### config.mk
export PLATFORM = sky130hd
export DESIGN_NAME = wishbone_arbiter
export DESIGN_NICKNAME = d
export VERILOG_FILES = /design/src/rtl/wishbone_arbiter.sv
export SDC_FILE = /design/constraint.sdc
export NUM_CORES = 1
export LEC_CHECK = 0
export CAP_MARGIN = 40
export CORE_MARGIN = 2
export CORE_UTILIZATION = 25
export CTS_BUF_LIST = sky130_fd_sc_hd__clkbuf_4
export CTS_CLUSTER_DIAMETER = 120
export DETAILED_ROUTE_END_ITERATION = 8
export PLACE_DENSITY = 0.71
export SYNTH_ARGS = -nofsm -noshare
export SYNTH_HDL_FRONTEND = slang
export SYNTH_SLANG_ARGS = --single-unit
### constraint.sdc
create_clock -name clk -period 2.04 [get_ports clk]
set_input_delay 0.408 -clock clk [delete_from_list [all_inputs] [get_ports clk]]
set_output_delay 0.408 -clock clk [all_outputs]
set_load 0.005 [all_outputs]
### src/rtl/wishbone_arbiter.sv
// -----------------------------------------------------------------------------
// wishbone_arbiter
//
// Two-master round-robin arbiter for the shared Wishbone bus, with a bus
// timeout watchdog. Master 0 is normally the CPU-side master, master 1 a
// second master such as a DMA engine or debug loader. The winning master owns
// the shared bus until it drops cyc; the bus then spends one idle cycle
// (gnt=00) before the next owner is chosen.
//
// The watchdog counts strobe cycles that see no ack. If the slave never
// answers, the owner gets a single-cycle err pulse and s_stb is held low in
// that cycle, so an access to an unmapped address cannot hang a master.
//
// Ports
//   clk                 system clock, rising edge
//   reset               asynchronous, active-low reset
//   m0_cyc / m1_cyc     bus request / cycle from each master
//   m0_stb / m1_stb     strobe from each master
//   m0_we  / m1_we      write enable from each master
//   m0_adr / m1_adr     address from each master            [ADR_W]
//   m0_dat_o / m1_dat_o write data from each master         [DAT_W]
//   m0_dat_i / m1_dat_i read data returned to each master   [DAT_W]
//   m0_ack / m1_ack     ack returned to each master
//   m0_err / m1_err     watchdog timeout error to each master
//   s_cyc, s_stb, s_we  shared bus controls
//   s_adr, s_dat_o      shared bus address / write data
//   s_dat_i, s_ack      shared bus read data / ack (OR of all slaves)
//   gnt                 one-hot current owner, 00 = bus idle
// -----------------------------------------------------------------------------
module wishbone_arbiter #(
  parameter int unsigned TIMEOUT = 16,  // legal range 2..255
  parameter int unsigned ADR_W   = 16,
  parameter int unsigned DAT_W   = 8
) (
  input  logic             clk,
  input  logic             reset,

  input  logic             m0_cyc,
  input  logic             m0_stb,
  input  logic             m0_we,
  input  logic [ADR_W-1:0] m0_adr,
  input  logic [DAT_W-1:0] m0_dat_o,
  output logic [DAT_W-1:0] m0_dat_i,
  output logic             m0_ack,
  output logic             m0_err,

  input  logic             m1_cyc,
  input  logic             m1_stb,
  input  logic             m1_we,
  input  logic [ADR_W-1:0] m1_adr,
  input  logic [DAT_W-1:0] m1_dat_o,
  output logic [DAT_W-1:0] m1_dat_i,
  output logic             m1_ack,
  output logic             m1_err,

  output logic             s_cyc,
  output logic             s_stb,
  output logic             s_we,
  output logic [ADR_W-1:0] s_adr,
  output logic [DAT_W-1:0] s_dat_o,
  input  logic [DAT_W-1:0] s_dat_i,
  input  logic             s_ack,

  output logic [1:0]       gnt
);

  // The state encoding is the one-hot grant itself, so gnt comes straight
  // from the state register and is the only select for the output mux.
  typedef enum logic [1:0] {
    IDLE = 2'b00,
    OWN0 = 2'b01,
    OWN1 = 2'b10
  } state_e;

  // Err is registered, so it must be scheduled one cycle before the counter
  // would reach TIMEOUT-1; the err cycle is then the TIMEOUT-th stb cycle.
  localparam logic [7:0] ERR_AT = 8'(TIMEOUT - 2);

  state_e     state_q, state_d;
  logic       last_q,  last_d;   // 1: master 1 was granted most recently
  logic [7:0] cnt_q,   cnt_d;    // strobe cycles without ack
  logic       err_q,   err_d;    // one-cycle timeout pulse for the owner

  // ---------------------------------------------------------------------------
  // State register
  // ---------------------------------------------------------------------------
  // NOTE: sequential state uses non-blocking assignments so every register
  // samples the pre-edge values, independent of statement order.
  always_ff @(posedge clk or negedge reset) begin
    if (!reset) begin
      state_q <= IDLE;
      last_q  <= 1'b1;           // master 0 wins the first tie
      cnt_q   <= '0;
      err_q   <= 1'b0;
    end else begin
      state_q <= state_d;
      last_q  <= last_d;
      cnt_q   <= cnt_d;
      err_q   <= err_d;
    end
  end

  // ---------------------------------------------------------------------------
  // Next-state, round-robin and watchdog
  // ---------------------------------------------------------------------------
  // NOTE: every variable gets a default before the case statement so no path
  // leaves one unassigned, which would otherwise infer a latch.
  always_comb begin
    state_d = state_q;
    last_d  = last_q;
    cnt_d   = '0;
    err_d   = 1'b0;

    case (state_q)
      IDLE: begin
        // On a tie, grant whichever master was not granted last.
        if (m0_cyc && (!m1_cyc || last_q)) begin
          state_d = OWN0;
          last_d  = 1'b0;
        end else if (m1_cyc) begin
          state_d = OWN1;
          last_d  = 1'b1;
        end
      end
      OWN0:    if (!m0_cyc) state_d = IDLE;
      OWN1:    if (!m1_cyc) state_d = IDLE;
      default: state_d = IDLE;
    endcase

    // The counter only runs while the owner keeps the bus with a strobe
    // outstanding; an ack, an idle strobe or any state change clears it.
    if (state_q != IDLE && state_d == state_q && s_stb && !s_ack) begin
      if (cnt_q == ERR_AT) begin
        err_d = 1'b1;
      end else begin
        cnt_d = cnt_q + 8'd1;
      end
    end
  end

  // ---------------------------------------------------------------------------
  // Output mux, selected only by the registered grant
  // ---------------------------------------------------------------------------
  always_comb begin
    s_cyc    = 1'b0;
    s_stb    = 1'b0;
    s_we     = 1'b0;
    s_adr    = '0;
    s_dat_o  = '0;
    m0_ack   = 1'b0;
    m1_ack   = 1'b0;
    m0_dat_i = '0;
    m1_dat_i = '0;

    case (state_q)
      OWN0: begin
        s_cyc    = 1'b1;
        s_stb    = m0_stb & ~err_q;   // strobe withdrawn during the err cycle
        s_we     = m0_we;
        s_adr    = m0_adr;
        s_dat_o  = m0_dat_o;
        m0_ack   = s_ack & ~err_q;    // ack and err are mutually exclusive
        m0_dat_i = s_dat_i;
      end
      OWN1: begin
        s_cyc    = 1'b1;
        s_stb    = m1_stb & ~err_q;
        s_we     = m1_we;
        s_adr    = m1_adr;
        s_dat_o  = m1_dat_o;
        m1_ack   = s_ack & ~err_q;
        m1_dat_i = s_dat_i;
      end
      default: ;
    endcase
  end

  assign m0_err = err_q & (state_q == OWN0);
  assign m1_err = err_q & (state_q == OWN1);
  assign gnt    = state_q;

endmodule

# == Word-level counts from Yosys, hierarchy flattened ==
# Cells that the tools add are included.
# word_totals
input_bits,65
ff_bits,12
word_cells,47
# classes
bitwise,6
addsub,1
n_reduce_logical,12
n_eq_ne,4
n_mux,20
# op_table
op,n
$mux 8,4
$pmux 16 s2,1
$pmux 8 s2,1
$add 8x1->8 const B,1
$eq 8x4->1 const B,1
$mux 2,4
$mux 1,7
$pmux 2 s3,1
$and 1x1->1,5
$logic_and 1x1->1,4
$pmux 1 s2,2
$reduce_bool 2->1,2
$eq 2x1->1 const B,1
$eq 2x2->1,1
$eq 2x2->1 const B,1
$logic_not 1->1,2
$logic_not 2->1,1
$reduce_and 2->1,1
$reduce_or 2->1,1
$logic_or 1x1->1,1
$not 1->1,1

# == Depth between registers and ports, before layout ==
# Gate-level depths: netlist of run 1.
# depth
word_depth,10
ltp_mapped,7

# == Worst setup path after synthesis of run 1 ==
# Ideal clock, no wire load.
# synth_timing
path_type,register -> output
startpoint,reg state_q[1] (netlist: gnt[1])
endpoint,out s_adr[15]
slack_ps,259
path_stages_with_launch,7
arrival_ps,1373
path_buffers,2
path_cell_list,dfrtp_1 -> inv_1 -> ha_1 -> buf_2 -> buf_1 -> a22oi_1 -> nor2b_1
# synth_via
elab_chain_cells,2
# synth_lines
item,line,rtl
start: declaration,79,"state_e state_q, state_d;"
start signal: assignment,96,state_q <= state_d;
$eq 2x2->1 / $eq 2x1->1 (equally long branches),155,case (state_q)
$pmux 16 s2 (*),155,
end: declaration,59,"output logic [ADR_W-1:0] s_adr,"
# Mark *: on every way between the ends. The rest lies on a longest branch, timed or not.

# == Worst setup path in the final report of run 1 ==
# layout_timing
startpoint,reg state_q[1] (netlist: gnt[1])
endpoint,out m0_err
# layout_via
elab_chain_cells,2
# layout_lines
item,line,rtl
$eq 2x1->1,178,assign m0_err = err_q & (state_q == OWN0);
$and 1x1->1,178,
end: declaration,45,"output logic m0_err,"
# Every way passes these cells.

==> results of run 1 <==
-- metrics by stage --
step / worst slack [ns] / hold WS, ns / power, mW / utilization / cells
CTS: -0.233 / 0.488 / 2.42 / 0.524 / 346
floorplan: 0.259 / 0.112 / 1.22 / - / 155
global route: -0.198 / 0.519 / 3.11 / 0.584 / 366
detailed placement: -0.0980 / 0.478 / 2.20 / 0.508 / 341
global placement: -0.0707 / 0.472 / 2.18 / 0.508 / 341
finish: -0.108 / 0.481 / 2.91 / 0.584 / 366
-- power by group --
group          leakage [nW]  switching (mW)  total (mW)  internal [mW]
clock                0.0154          0.0751       0.146         0.0708
sequential            0.162          0.0294       0.304          0.275
combinational          1.34            1.01        2.46           1.45
-- synthesized netlist by cell type --
master                       n  share of area
sky130_fd_sc_hd__nand2_2     1         0.0049
sky130_fd_sc_hd__a21bo_2     1         0.0078
sky130_fd_sc_hd__a2bb2oi_1   1         0.0068
sky130_fd_sc_hd__buf_1       2         0.0059
sky130_fd_sc_hd__nand4_1     1         0.0049
sky130_fd_sc_hd__and3_1      2         0.0097
sky130_fd_sc_hd__clkbuf_1    5          0.015
sky130_fd_sc_hd__nand2_1     2         0.0059
sky130_fd_sc_hd__o2111ai_1   1         0.0068
sky130_fd_sc_hd__xnor2_1     2          0.014
sky130_fd_sc_hd__buf_2       1         0.0039
sky130_fd_sc_hd__nand2b_1    4          0.019
sky130_fd_sc_hd__inv_1       4          0.012
sky130_fd_sc_hd__nor2_1      6          0.018
sky130_fd_sc_hd__a21oi_1     2         0.0078
sky130_fd_sc_hd__a221o_1     1         0.0078
sky130_fd_sc_hd__dfrtp_1    11           0.21
sky130_fd_sc_hd__nor3_1      1         0.0039
sky130_fd_sc_hd__nand3_1     4          0.016
sky130_fd_sc_hd__o21ai_0     1         0.0039
sky130_fd_sc_hd__o21ai_1     1         0.0039
sky130_fd_sc_hd__nor2b_1    26           0.13
sky130_fd_sc_hd__dfstp_2     1          0.020
sky130_fd_sc_hd__nor3b_1     2          0.012
sky130_fd_sc_hd__mux2i_1     1         0.0078
sky130_fd_sc_hd__a31oi_1     1         0.0049
sky130_fd_sc_hd__and2_1     18          0.088
sky130_fd_sc_hd__or2_2       2         0.0097
sky130_fd_sc_hd__ha_1        7          0.068
sky130_fd_sc_hd__and3b_1     2          0.014
sky130_fd_sc_hd__o31a_1      1         0.0068
sky130_fd_sc_hd__o221ai_2    1          0.012
sky130_fd_sc_hd__xor2_1      4          0.027
sky130_fd_sc_hd__nor4_1      6          0.029
sky130_fd_sc_hd__nor4_4      1          0.017
sky130_fd_sc_hd__buf_6       1         0.0088
sky130_fd_sc_hd__a22oi_1    26           0.15
sky130_fd_sc_hd__and2b_1     1         0.0059
-- final cells by class --
cell class	instances	share of cell area
clock buffer	3	0.00765
inverter	4	0.00595
timing repair buffer	146	0.486
sequential	12	0.102
multi-input combinational	130	0.367
clock inverter	1	0.00128
tap	70	0.0298
-- routing by layer --
layer	track usage	routed length, µm	up-vias
met2	0.317	2710	75
li1	-	-	842
met1	0.180	2110	770
met5	0	0	-
met3	0.0159	441	10
met4	0.0585	125	0
-- path summary, 6_finish.rpt --
path | to | slack, ns | depth (start not counted)
worst max-delay path | m0_err | -0.11 | 5
worst min-delay path | cnt_q[5] | 0.48 | 1
worst max register to register | cnt_q[2] | 0.15 | 8
worst min register to register | cnt_q[0] | 0.48 | 1
max in group asynchronous | last_q | 1.20 | 1
min in group clk | cnt_q[0] | 0.48 | 1
-- kinds of logic after synthesis --
family / after synthesis
and+or+nand+nor: 79
AOI/OAI and AO/OA: 37
buffers and inverters: 13
DFF: 12
adders and majority gates: 7
xor gates and xnor gates: 6
muxes: 1
-- timing repair --
action                     4_1_cts  5_1_grt
cloned                           0        2
setup endpoints to repair       47       44
setup buffers                    1       19
gates resized for setup         32       95
hold endpoints to repair         0        0
pin swaps                        2        7
-- critical path: cells and delay by family (launching register included) --
kind                       cells  cell delay, ns
adders and majority gates      1            0.17
buffers and inverters          3            0.76
DFF                            1            0.41
and+or+nand+nor                1            0.12
-- flip-flops by register name (all words and copies together) (netlist names) --
signal / cells
gnt: 2
last_q: 1
err_q: 1
cnt_q: 8
==> flow_summary.ini, run 1 <==
[clocking]
clock_tree.buffer_depth = 2
cts.htree.levels = 1
cts_buffers = 3
tritoncts = yes
hold_buffers = 0
tritoncts_num_sinks = 12
clock-root-buffer = sky130_fd_sc_hd__clkbuf_4
clk_latency_ns = 0.27
path_clk_slew_ns = 0.07

[min_path]
hp-class = in -> async

[power_and_ir_drop]
power_per_cell_area_nw_per_um2 = 988
power.leakage_nw = 1.51
vdd.ir_drop.worst_v = 0.000443

[logic_synthesis]
yosys-mux-area-fraction = 0.00780
syn-instance-count = 155
yosys_warnings = 0
compound_gate_fraction_of_synth_area = 0.220
adder_cell_share_of_the_synthesized_area = 0.0682
synth_sequential_area_ratio = 0.235
syn_avg_cell_area_um2 = 8.28
yosys.area_share.xor_xnor = 0.0409
number_of_synthesized_register_bits = 12
synth_area_um2 = 1280
number_of_distinct_library_cell_variants_in_the_gate_level_netlist_after_synthesis = 38
synthesis.nets = 227
synth-simple-area-share = 0.383
largest_family_of_logic_cells_by_synthesized_area = simple AND/OR/NAND/NOR gates

[finish]
mostFrequentLayoutCells = sky130_fd_sc_hd__clkdlybuf4s50_1 (67), sky130_fd_sc_hd__nor2b_1 (21), sky130_fd_sc_hd__dlymetal6s2s_1 (21), sky130_fd_sc_hd__buf_4 (21), sky130_fd_sc_hd__and2_1 (18)
syn_to_final_growth_pct = 129
final-seq-area_um2 = 302
nets = 369
mostFrequentLayoutCell = sky130_fd_sc_hd__clkdlybuf4s50_1
nFillCells = 440
stdcell_area_um2 = 2940
diodes = 0
multi_input_comb_area_um2 = 1080
layout-drive-gt1-share = 0.291

[grt]
grtUsageTotal = 0.162
wire_length_of_the_first_global_routing_pass_um = 7310
overflow = 0
first_global_vias = 1563
initial_antenna_violation_count = 0
grt_start_max_net_pins = 27

[floorplan]
fp.dieArea_um2 = 5720
die_x_extent_um = 75.7
floorplan.initialDensity = 0.255
floorplan.core_area_um2 = 5040
rows = 26
floorplan.io_pins = 114
die_height_um = 75.7

[timing]
timing_hold_violations_final = 0
relSlewSlack = 0.649
layout_worst_path_cycle_share = 1.05
final-setup-viol-count = 12
grt_setup_unrepaired = yes
min_period_ns = 2.15
final-max-slew-violation-count = 0
clock-skew-final_ns = 0.000265
finalWorstSetupSlack_ns = -0.108
timing.setup.tns_ns = -0.434
fmaxAchievable_mhz = 465
max_slew.worst_pin.slew_ns = 0.525

[place]
gp_congestion = 0.811
dpl-instance-area_um2 = 2560
detailedPlacementHpwl_um = 3890
port_buffers = 113

[setup_path]
max_stage_delay_ns = 0.51
timing.critical_path.to_type = primary output
worstPathArrival_ns = 1.74
cp_startpoint_kind = register
worst-path-max-fanout = 8
worst_path_max_delay_cell = sky130_fd_sc_hd__clkdlybuf4s50_1
regToRegStartpoint = gnt[1]
crit_path_start = gnt[1]
setup.worst_path.class = reg -> out
cp_cell_sequence = inv_2 > ha_4 > buf_6 > and2_1 > clkdlybuf4s50_1
cp_data_required_time_ns = 1.63

[route]
detailedRoute.firstPassIterationCount = 4
avgViaCountPerCell = 4.64
ant_nets = 0
routed-via-count = 1697
wl_um = 5380
wire_per_inst_um = 14.7
drt_iter0_markers = 25
drcViolationCount = 0

[flow_run]
cap_viol_max_count = 0

[run_status]
violations = negative setup slack
run_status = complete, but fails checks
Power figures use the tool's default switching activity.
==> run 2, diff against run 1 <==
Settings changed: CORE_UTILIZATION 25 to 32, PLACE_DENSITY 0.71 to 0.86.
==> run 2 against run 1 <==
Compared with the run above: the flow still finishes with violations (negative setup slack); fmax increased by 3.7%; combinational power about the same; final cell count decreased by 5.5%; count of clock-buffer cells in the layout unchanged; core utilization increased by 14 points; global-route usage increased by 5.9 points; sequential cell count unchanged; register-to-register slack got worse by 0.11 ns.
==> flow_summary.ini, run 2 (synthesis results as in run 1) <==
[route]
wl_um = 5880
detailedRoute.firstPassIterationCount = 4
wire_per_inst_um = 17.0
drt_iter0_markers = 43
ant_nets = 0
drcViolationCount = 0
avgViaCountPerCell = 5.07
routed-via-count = 1754

[place]
dpl-instance-area_um2 = 2540
gp_congestion = 0.885
detailedPlacementHpwl_um = 3920
port_buffers = 113

[grt]
met2_usage = 0.455
grt_use_met3 = 0.0450
grtUsageTotal = 0.222
first_global_vias = 1600
overflow = 0
grt_start_max_net_pins = 17
globalRouteMet1Util = 0.230
initial_antenna_violation_count = 0
top_usage_layer = met2
wire_length_of_the_first_global_routing_pass_um = 7730

[floorplan]
floorplan.core_area_um2 = 3940
floorplan.io_pins = 114
floorplan.initialDensity = 0.326
die_x_extent_um = 67.3
die_height_um = 67.3
fp.dieArea_um2 = 4530
rows = 23

[finish]
final_core_utilization = 0.727
mostFrequentLayoutCells = sky130_fd_sc_hd__clkdlybuf4s50_1 (66), sky130_fd_sc_hd__nor2b_1 (23), sky130_fd_sc_hd__clkbuf_2 (22)
stdcell_area_um2 = 2870
register_with_the_most_flip_flops = cnt_q
syn_to_final_growth_pct = 123
nets = 369
largest_register_ff_count = 8
nFillCells = 296
layout-drive-gt1-share = 0.345
diodes = 0
mostFrequentLayoutCell = sky130_fd_sc_hd__clkdlybuf4s50_1

[setup_path]
reg2reg_to = cnt_q[0]
regToRegStartpoint = gnt[0]
worst-path-max-fanout = 6
timing.reg2reg.setup_slack_ns = 0.04
cp_data_required_time_ns = 1.63
worstPathArrival_ns = 1.66
setup.worst_path.class = reg -> out
timing.critical_path.to_type = primary output
ff2ff_path_depth = 8
cp_startpoint_kind = register

[timing]
layout_worst_path_cycle_share = 1.02
finalWorstSetupSlack_ns = -0.0319
timing_hold_violations_final = 0
grt_setup_unrepaired = yes
final-max-slew-violation-count = 0
final-setup-viol-count = 8
fmaxAchievable_mhz = 483
max_slew.worst_pin.slew_ns = 0.541
relSlewSlack = 0.638
clock-skew-final_ns = 0.00219
min_period_ns = 2.07

[power_and_ir_drop]
power.leakage_nw = 1.26
power_per_cell_area_nw_per_um2 = 1030
vdd.ir_drop.worst_v = 0.000616
final_total_pwr_mw = 2.96

[clocking]
cts_buffers = 3
cts.htree.levels = 1
clk_latency_ns = 0.28
tritoncts = yes
tritoncts_num_sinks = 12
path_clk_slew_ns = 0.07
clock_tree.buffer_depth = 2
clock-root-buffer = sky130_fd_sc_hd__clkbuf_4

[run_status]
violations = negative setup slack
run_status = complete, but fails checks

[min_path]
hp-class = in -> async

[flow_run]
cap_viol_max_count = 0
run 2: cell count changes in the layout (fill, tap and decap cells not counted), sizes merged:
cell           delta
clkbuf           +10
dlygate4sd2      +11
dlymetal6s2s     -18
buf               +2
clkdlybuf4s50     -1
clkdlybuf4s15     -4
run 2: layer usage:
layer | routed length (µm) | up-vias
li1 | - | 848
met1 | 2080 | 837
met2 | 3290 | 63
met3 | 466 | 6
met4 | 44 | 0
met5 | 0 | -
run 2: stage by stage:
| stage | instances | setup TNS (ns) | setup WS, ns | hold WS (ns) |
|---|---|---|---|---|
| final | 346 | -0.115 | -0.0319 | 0.482 |
| after global routing | 346 | -1.33 | -0.124 | 0.526 |
| after CTS | 335 | -0.823 | -0.193 | 0.494 |
| after detailed placement | 322 | -1.08 | -0.0799 | 0.490 |
| after global placement | 322 | -0.292 | -0.0347 | 0.471 |
| after floorplan | 155 | 0 | 0.259 | 0.112 |
run 2: timing repair:
action                                 CTS  global route
endpoints found under the hold margin    0             0
pin swaps                                1            16
resized for setup                       87            82
setup endpoints to repair               47            39
setup buffers                            8             9
hold buffers                             0             0
gates cloned                             1             3
run 2: final cells by class:
class                           count  area (µm²)  area share
Sequential cell                    12         303       0.106
Clock buffer                        3        22.5     0.00786
Clock inverter                      1        3.75     0.00131
Tap cell                           50        62.6      0.0218
Multi-Input combinational cell    130        1130       0.393
Inverter                            4        17.5     0.00611
Timing Repair Buffer              146        1330       0.464
run 2: worst max path at each step:
stage                      end  slack, ns    from  cells after the start
floorplan            s_adr[15]       0.26  gnt[1]                      6
CTS                  s_adr[13]      -0.19  gnt[1]                      5
global placement      s_adr[9]      -0.03  gnt[1]                      5
global route        s_dat_o[6]      -0.12  gnt[0]                      7
finish              s_dat_o[7]      -0.03  gnt[0]                      6
detailed placement    s_adr[4]      -0.08  gnt[0]                      6
run 2: worst max-delay path: stages (launching register included):
cell	delay [ns]
sky130_fd_sc_hd__dfrtp_1	0.39
sky130_fd_sc_hd__inv_2	0.09
sky130_fd_sc_hd__buf_12	0.13
sky130_fd_sc_hd__ha_4	0.31
sky130_fd_sc_hd__buf_2	0.17
sky130_fd_sc_hd__nor2b_1	0.16
sky130_fd_sc_hd__clkbuf_2	0.13
run 2: power breakdown:
group | leakage [nW] | internal [mW] | switching, mW
clock | 0.0154 | 0.0710 | 0.0773
combinational | 1.08 | 1.40 | 1.10
sequential | 0.161 | 0.277 | 0.0369
total | 1.26 | 1.75 | 1.21
